==> src/rtl/uart_rx_if.sv <==
// uart_rx_if -- signal bundle between a UART receiver and its user.
//
// Carries the bit-period setting, the serial line, the frame-format selects,
// the read strobe and the received byte with its status flags. Clock and
// reset stay outside the bundle.
//
//   master : drives clock_divider_i, serial_i, format selects, read_i;
//            observes data_o, ready_o and the error flags (and break_o).
//   slave  : the receiver side (the uart_rx module).
//
// Optional: UART_RX_BREAK_DETECT_EN adds break_o.
interface uart_rx_if #(
  parameter int CLOCK_DIVIDER_WIDTH = 16
);
  logic [CLOCK_DIVIDER_WIDTH-1:0] clock_divider_i;
  logic                           serial_i;
  logic                           two_stop_bits_i;
  logic                           parity_bit_i;
  logic                           parity_even_i;
  logic                           read_i;
  logic [7:0]                     data_o;
  logic                           ready_o;
  logic                           parity_error_o;
  logic                           framing_error_o;
  logic                           overrun_error_o;
`ifdef UART_RX_BREAK_DETECT_EN
  logic                           break_o;
`endif

  modport master (
`ifdef UART_RX_BREAK_DETECT_EN
    input  break_o,
`endif
    output clock_divider_i, serial_i, two_stop_bits_i, parity_bit_i,
           parity_even_i, read_i,
    input  data_o, ready_o, parity_error_o, framing_error_o, overrun_error_o
  );

  modport slave (
`ifdef UART_RX_BREAK_DETECT_EN
    output break_o,
`endif
    input  clock_divider_i, serial_i, two_stop_bits_i, parity_bit_i,
           parity_even_i, read_i,
    output data_o, ready_o, parity_error_o, framing_error_o, overrun_error_o
  );
endinterface

==> src/rtl/uart_rx.sv <==
// uart_rx -- UART receiver with configurable bit period and frame format.
//
// Ports:
//   clock_i : sole clock, rising edge.
//   reset_i : asynchronous active-low reset (release is synchronized inside).
//   bus     : uart_rx_if.slave -- divider, serial line, format selects,
//             read strobe, received byte, ready and error flags.
//
// Bit timing: the line is sampled floor(N/2) cycles after the start edge is
// seen, then every N cycles. Divider and format are latched at the start edge
// so mid-frame changes only affect the next frame.
//
// Optional: define UART_RX_BREAK_DETECT_EN to add break_o; an all-low frame
// then raises break_o instead of being delivered.
module uart_rx #(
  parameter int CLOCK_DIVIDER_WIDTH = 16
) (
  input  logic       clock_i,
  input  logic       reset_i,
  uart_rx_if.slave   bus
);
  localparam int W = CLOCK_DIVIDER_WIDTH;
  localparam logic [W-1:0] ONE = {{(W-1){1'b0}}, 1'b1};

  localparam logic [2:0] S_POST_RESET = 3'd0;
  localparam logic [2:0] S_IDLE       = 3'd1;
  localparam logic [2:0] S_START      = 3'd2;
  localparam logic [2:0] S_DATA       = 3'd3;
  localparam logic [2:0] S_PARITY     = 3'd4;
  localparam logic [2:0] S_STOP       = 3'd5;

  // Reset: asserts immediately, releases two clocks after reset_i rises.
  logic [1:0] rst_pipe;
  logic       rst_n;

  always_ff @(posedge clock_i or negedge reset_i) begin
    if (!reset_i) rst_pipe <= 2'b00;
    else          rst_pipe <= {rst_pipe[0], 1'b1};
  end
  assign rst_n = rst_pipe[1];

  logic [1:0]   sync;
  logic         rx, rx_prev;
  logic [2:0]   state;
  logic [W-1:0] timer, n_frame, n_live, half;
  logic [2:0]   bit_cnt;
  logic [7:0]   shift;
  logic         two_stop, par_en, par_even;
  logic         pe_acc, fe_acc, par_rx, second_stop, done;
  logic         read_prev, read_edge;
  logic [7:0]   data_q;
  logic         ready_q, pe_q, fe_q, oe_q;
`ifdef UART_RX_BREAK_DETECT_EN
  logic         break_q;
`endif

  assign rx        = sync[1];
  assign n_live    = (bus.clock_divider_i == '0) ? ONE : bus.clock_divider_i;
  assign half      = n_live >> 1;
  assign read_edge = bus.read_i && !read_prev;

  // NOTE: every register below uses <= so all branches see pre-edge values;
  // the delivery block relies on that to let a read clear before a load.
  always_ff @(posedge clock_i or negedge rst_n) begin
    if (!rst_n) begin
      sync        <= 2'b11;
      rx_prev     <= 1'b1;
      state       <= S_POST_RESET;
      timer       <= '0;
      n_frame     <= ONE;
      bit_cnt     <= 3'd0;
      shift       <= 8'h00;
      two_stop    <= 1'b0;
      par_en      <= 1'b0;
      par_even    <= 1'b0;
      pe_acc      <= 1'b0;
      fe_acc      <= 1'b0;
      par_rx      <= 1'b0;
      second_stop <= 1'b0;
      done        <= 1'b0;
      read_prev   <= 1'b0;
      data_q      <= 8'h00;
      ready_q     <= 1'b0;
      pe_q        <= 1'b0;
      fe_q        <= 1'b0;
      oe_q        <= 1'b0;
`ifdef UART_RX_BREAK_DETECT_EN
      break_q     <= 1'b0;
`endif
    end else begin
      sync      <= {sync[0], bus.serial_i};
      rx_prev   <= rx;
      read_prev <= bus.read_i;
      done      <= 1'b0;

      case (state)
        S_POST_RESET: begin
          // Require N consecutive high samples before trusting the line.
          if (!rx)                       timer <= '0;
          else if (timer >= n_live - ONE) begin
            timer <= '0;
            state <= S_IDLE;
          end else                       timer <= timer + ONE;
        end
        S_IDLE: begin
`ifdef UART_RX_BREAK_DETECT_EN
          if (rx) break_q <= 1'b0;
`endif
          if (rx_prev && !rx) begin
            state    <= S_START;
            n_frame  <= n_live;
            two_stop <= bus.two_stop_bits_i;
            par_en   <= bus.parity_bit_i;
            par_even <= bus.parity_even_i;
            timer    <= (half == '0) ? '0 : half - ONE;
          end
        end
        S_START: begin
          if (timer != '0)  timer <= timer - ONE;
          else if (rx)      state <= S_IDLE;   // false start, nothing changes
          else begin
            state       <= S_DATA;
            timer       <= n_frame - ONE;
            bit_cnt     <= 3'd0;
            pe_acc      <= 1'b0;
            fe_acc      <= 1'b0;
            par_rx      <= 1'b0;
            second_stop <= 1'b0;
          end
        end
        S_DATA: begin
          if (timer != '0) timer <= timer - ONE;
          else begin
            shift   <= {rx, shift[7:1]};
            timer   <= n_frame - ONE;
            bit_cnt <= bit_cnt + 3'd1;
            if (bit_cnt == 3'd7) state <= par_en ? S_PARITY : S_STOP;
          end
        end
        S_PARITY: begin
          if (timer != '0) timer <= timer - ONE;
          else begin
            pe_acc <= rx != (par_even ? ^shift : ~^shift);
            par_rx <= rx;
            timer  <= n_frame - ONE;
            state  <= S_STOP;
          end
        end
        S_STOP: begin
          if (timer != '0) timer <= timer - ONE;
`ifdef UART_RX_BREAK_DETECT_EN
          else if (!second_stop && !rx && shift == 8'h00 && !par_rx) begin
            break_q <= 1'b1;                   // break: flag it, no delivery
            state   <= S_IDLE;
          end
`endif
          else if (two_stop && !second_stop) begin
            second_stop <= 1'b1;
            fe_acc      <= fe_acc | !rx;
            timer       <= n_frame - ONE;
          end else begin
            fe_acc <= fe_acc | !rx;
            done   <= 1'b1;
            state  <= S_IDLE;
          end
        end
        default: state <= S_IDLE;
      endcase

      // Delivery, the cycle after the final stop sample. A read edge in the
      // same cycle frees the holding register first.
      if (read_edge) begin
        ready_q <= 1'b0;
        pe_q    <= 1'b0;
        fe_q    <= 1'b0;
        oe_q    <= 1'b0;
      end
      if (done) begin
        if (!ready_q || read_edge) begin
          data_q  <= shift;
          pe_q    <= pe_acc;
          fe_q    <= fe_acc;
          ready_q <= 1'b1;
        end else begin
          oe_q <= 1'b1;
        end
      end
    end
  end

  // par_rx only feeds break detection; keep it observed in the default build.
  logic unused_par_rx;
  assign unused_par_rx = par_rx;

  assign bus.data_o          = data_q;
  assign bus.ready_o         = ready_q;
  assign bus.parity_error_o  = pe_q;
  assign bus.framing_error_o = fe_q;
  assign bus.overrun_error_o = oe_q;
`ifdef UART_RX_BREAK_DETECT_EN
  assign bus.break_o         = break_q;
`endif
endmodule

==> src/flat_wrapper.sv <==
// flat-port wrapper written by rule: the top's interface ports become plain ports
module uart_rx_flat 
#(
  parameter int CLOCK_DIVIDER_WIDTH = 16
)
  (clock_i, reset_i, bus_clock_divider_i, bus_serial_i, bus_two_stop_bits_i, bus_parity_bit_i, bus_parity_even_i, bus_read_i, bus_data_o, bus_ready_o, bus_parity_error_o, bus_framing_error_o, bus_overrun_error_o);
  uart_rx_if #(.CLOCK_DIVIDER_WIDTH(CLOCK_DIVIDER_WIDTH)) bus_i ();
  input  logic clock_i;
  input  logic reset_i;
  input wire logic [$bits(bus_i.clock_divider_i)-1:0] bus_clock_divider_i;
  input wire logic [$bits(bus_i.serial_i)-1:0] bus_serial_i;
  input wire logic [$bits(bus_i.two_stop_bits_i)-1:0] bus_two_stop_bits_i;
  input wire logic [$bits(bus_i.parity_bit_i)-1:0] bus_parity_bit_i;
  input wire logic [$bits(bus_i.parity_even_i)-1:0] bus_parity_even_i;
  input wire logic [$bits(bus_i.read_i)-1:0] bus_read_i;
  output wire logic [$bits(bus_i.data_o)-1:0] bus_data_o;
  output wire logic [$bits(bus_i.ready_o)-1:0] bus_ready_o;
  output wire logic [$bits(bus_i.parity_error_o)-1:0] bus_parity_error_o;
  output wire logic [$bits(bus_i.framing_error_o)-1:0] bus_framing_error_o;
  output wire logic [$bits(bus_i.overrun_error_o)-1:0] bus_overrun_error_o;
  assign bus_i.clock_divider_i = bus_clock_divider_i;
  assign bus_i.serial_i = bus_serial_i;
  assign bus_i.two_stop_bits_i = bus_two_stop_bits_i;
  assign bus_i.parity_bit_i = bus_parity_bit_i;
  assign bus_i.parity_even_i = bus_parity_even_i;
  assign bus_i.read_i = bus_read_i;
  assign bus_data_o = bus_i.data_o;
  assign bus_ready_o = bus_i.ready_o;
  assign bus_parity_error_o = bus_i.parity_error_o;
  assign bus_framing_error_o = bus_i.framing_error_o;
  assign bus_overrun_error_o = bus_i.overrun_error_o;
  uart_rx #(.CLOCK_DIVIDER_WIDTH(CLOCK_DIVIDER_WIDTH)) u_core (.clock_i(clock_i), .reset_i(reset_i), .bus(bus_i));
endmodule
==> config.mk <==
export PLATFORM = sky130hd
export DESIGN_NAME = uart_rx_flat
export DESIGN_NICKNAME = d
export VERILOG_FILES = /design/src/rtl/uart_rx_if.sv /design/src/rtl/uart_rx.sv /design/src/flat_wrapper.sv
export SDC_FILE = /design/constraint.sdc
export NUM_CORES = 1
export LEC_CHECK = 0
export CAP_MARGIN = 20
export CORE_ASPECT_RATIO = 1.25
export CORE_MARGIN = 2
export CORE_UTILIZATION = 45
export DETAILED_ROUTE_END_ITERATION = 6
export PLACE_DENSITY_LB_ADDON = 0.08
export SYNTH_ARGS = -nofsm -noshare
export SYNTH_HDL_FRONTEND = slang
export SYNTH_SLANG_ARGS = --single-unit
export TNS_END_PERCENT = 30
==> constraint.sdc <==
create_clock -name clock_i -period 4.33 [get_ports clock_i]
set_input_delay 0.866 -clock clock_i [delete_from_list [all_inputs] [get_ports clock_i]]
set_output_delay 0.866 -clock clock_i [all_outputs]
set_load 0.005 [all_outputs]
==> results.json <==
{
  "status": "finished, final reports clean",
  "fin_skew_ns": 0.00894,
  "portBuffers": 34,
  "grt_pass1_wl_um": 23000,
  "synth_top_area_cell": "dfrtp_1",
  "drt_iter0_drc": 300,
  "fill_cells": 969,
  "cts_tree": "done",
  "wirelength_um": 14300,
  "synth-edff-count": 0,
  "clock-sinks": 71,
  "final_cells": 762,
  "layout-drive-gt1-share_pct": 23.8,
  "cts_hold_buffers": 0,
  "setup-violations-final": 0,
  "cp-start-kind": "input pin",
  "core_mm2": 0.0107,
  "critPathArrivalTime_ns": 4.44,
  "seq_area_frac_synth_pct": 35.9,
  "powerDensity_mw_per_mm2": 255,
  "cap_violations": 0,
  "fin_util_pct": 58.5,
  "report.final.hold_viol_count": 0,
  "slew_violations": 0,
  "place.gp.congestion": 0.967,
  "syn_avg_cell_area_um2": 9.02,
  "worstPathRequired_ns": 4.55,
  "htreeDepth": 3,
  "ys_types": 69,
  "finalNetCount": 672,
  "yosysWarnings": 0,
  "syn_area_mm2": 0.00497,
  "crit_fanout": 3,
  "clk_path_buf_depth": 2,
  "die_h_um": 121,
  "total_power_mw": 1.59,
  "areaGrowthSynthToFinish_pct": 25.6,
  "synth_nets": 598,
  "fin_hold_ws_ns": 0.316,
  "critPathKind": "in -> reg",
  "wl_per_cell_um": 18.8,
  "clk_latency_ns": 0.34,
  "rows": 42,
  "dr.pass1.iters": 5,
  "n_antenna_cell": 0,
  "dp_cells": 740,
  "synthCells": 551,
  "cts_made_buffers": 9,
  "end_kind": "register",
  "ys_top_cells_by_area": "dfrtp_1, mux2_2, ha_1",
  "ir_worst_vdd_mv": 0.156,
  "setup_tns_ns": 0,
  "antenna_found_initial": 0,
  "max_freq_mhz": 237,
  "vias_per_cell": 6.02,
  "initial_core_util_pct": 46.6,
  "postSynth.asyncResetShare_pct": 100,
  "worst_pin_slew_ns": 1.05,
  "die_w_um": 98.0,
  "cts-root-buf": "clkbuf_16",
  "timing.final.crit_share_pct": 97.5,
  "mostFrequentLayoutCell": "dfrtp_1",
  "grt_max_degree": 41,
  "synth_seq_cells": 71,
  "design.die.area_mm2": 0.0119,
  "grt.overflow.total": 0,
  "grt_pass1_vias": 4552,
  "slew_headroom_pct": 30.1,
  "routed-via-count": 4585,
  "io_pins": 35,
  "drc": 0,
  "grt_use_total_pct": 25.0,
  "layout_common_cells": "dfrtp_1, nor2_1, buf_4",
  "period_needed_ns": 4.22,
  "yosys.area.top_type_share_pct": 33.7,
  "synthFlopType": "dfrtp_1",
  "clkTransAtPathRegs_ns": 0.06,
  "dp_hpwl_um": 11000,
  "antenna_left": 0,
  "power.leakage_nw": 2.66,
  "hp-class": "reg -> async"
}
## layer usage
metal	wire length (µm)	global-route usage (%)
met1	5780	29.1
met2	7330	43.6
met3	634	3.46
met4	580	14.8
met5	0	0
## cell families (layout without fill, tap and decap cells)
group	Yosys count	in the layout	share of synthesized area (%)
and+or+nand+nor	209	209	21.8
AOI/OAI and AO/OA	121	121	16.4
DFF	71	71	35.9
buffers and inverters	44	123	3.75
xor gates and xnor gates	43	43	7.58
muxes	38	38	8.56
adders and majority gates	24	24	6.04
other	1	1	0.0755
## Yosys cell counts (all sizes together), types with 5 or more instances
cell type,count
o21ai,24
a31oi,8
nor3,18
a221oi,6
or3,6
clkbuf,19
nand2,49
xor2,18
xnor2,25
nor2,64
nor2b,12
ha,24
nand3,12
nor3b,6
nor4,15
buf,10
o31ai,5
inv,15
a21oi,35
mux2,36
o22ai,7
dfrtp,67
## through the flow
step | cell area (µm²) | worst slack, ns
6_report | 6240 | 0.109
3_3_place_gp | 5810 | -0.387
5_1_grt | 6240 | -0.0154
2_1_floorplan | 5050 | 0.00506
3_5_place_dp | 5810 | -0.465
4_1_cts | 6130 | 0.00188
## timing repair
| action | in CTS | in global routing |
|---|---|---|
| gates resized for setup | 4 | 28 |
| endpoints found under the setup margin | 1 | 16 |
| hold endpoints to repair | 0 | 0 |
| pin swaps | 5 | 21 |
| setup buffers | 2 | 4 |
## critical path, cell delays in order
cell            delay (ns)
dlymetal6s2s_1        0.13
or4_4                 0.55
nor2_4                0.14
nand4b_1              0.14
nor2b_4               0.19
ha_4                  0.17
buf_4                 0.13
nor3b_1               0.14
xnor2_1               0.13
ha_1                  0.30
o21a_1                0.17
o211ai_1              0.18
a31oi_1               0.08
o221a_4               0.23
or3_4                 0.38
mux2_4                0.28
o31a_1                0.27
## final timing paths
kind / start / to / slack [ns] / cells past startpoint
max in group asynchronous: u_core.rst_pipe[1]$_DFF_PN0_ / u_core.rx_prev$_DFF_PN1_ / 3.03 / 1
max: bus_clock_divider_i[4] / u_core.state[0]$_DFFE_PN0P_ / 0.11 / 17
min in group clock_i: u_core.rst_pipe[0]$_DFF_PN0_ / u_core.rst_pipe[1]$_DFF_PN0_ / 0.35 / 0
max reg2reg: u_core.timer[0]$_DFFE_PN0P_ / u_core.timer[12]$_DFFE_PN0P_ / 0.74 / 12
min reg2reg: u_core.rst_pipe[1]$_DFF_PN0_ / u_core.bus.overrun_error_o$_DFF_PN0_ / 0.32 / 0
min: u_core.rst_pipe[1]$_DFF_PN0_ / u_core.bus.overrun_error_o$_DFF_PN0_ / 0.32 / 0
## state kept, by name, summed over array words and instances, names as in the netlist, 2 cells and up
register,flops
u_core.sync,2
u_core.rst_pipe,2
u_core.n_frame,16
u_core.bit_cnt,3
u_core.shift,8
u_core.timer,16
u_core.state,3
u_core.bus.data_o,8
## final cells by class
cell class,count,area [µm²],area share [%]
Timing Repair Buffer,92,802,12.8
Sequential cell,71,1780,28.6
Multi-Input combinational cell,436,3140,50.2
Inverter,15,56.3,0.902
Clock buffer,11,243,3.89
Clock inverter,5,57.6,0.922
Tap cell,132,165,2.65
## power breakdown
| part | switching (mW) | internal [mW] |
|---|---|---|
| sequential | 0.0177 | 0.675 |
| combinational | 0.0680 | 0.0755 |
| clock | 0.294 | 0.463 |
Note: power is estimated with default switching activity, not from simulation.
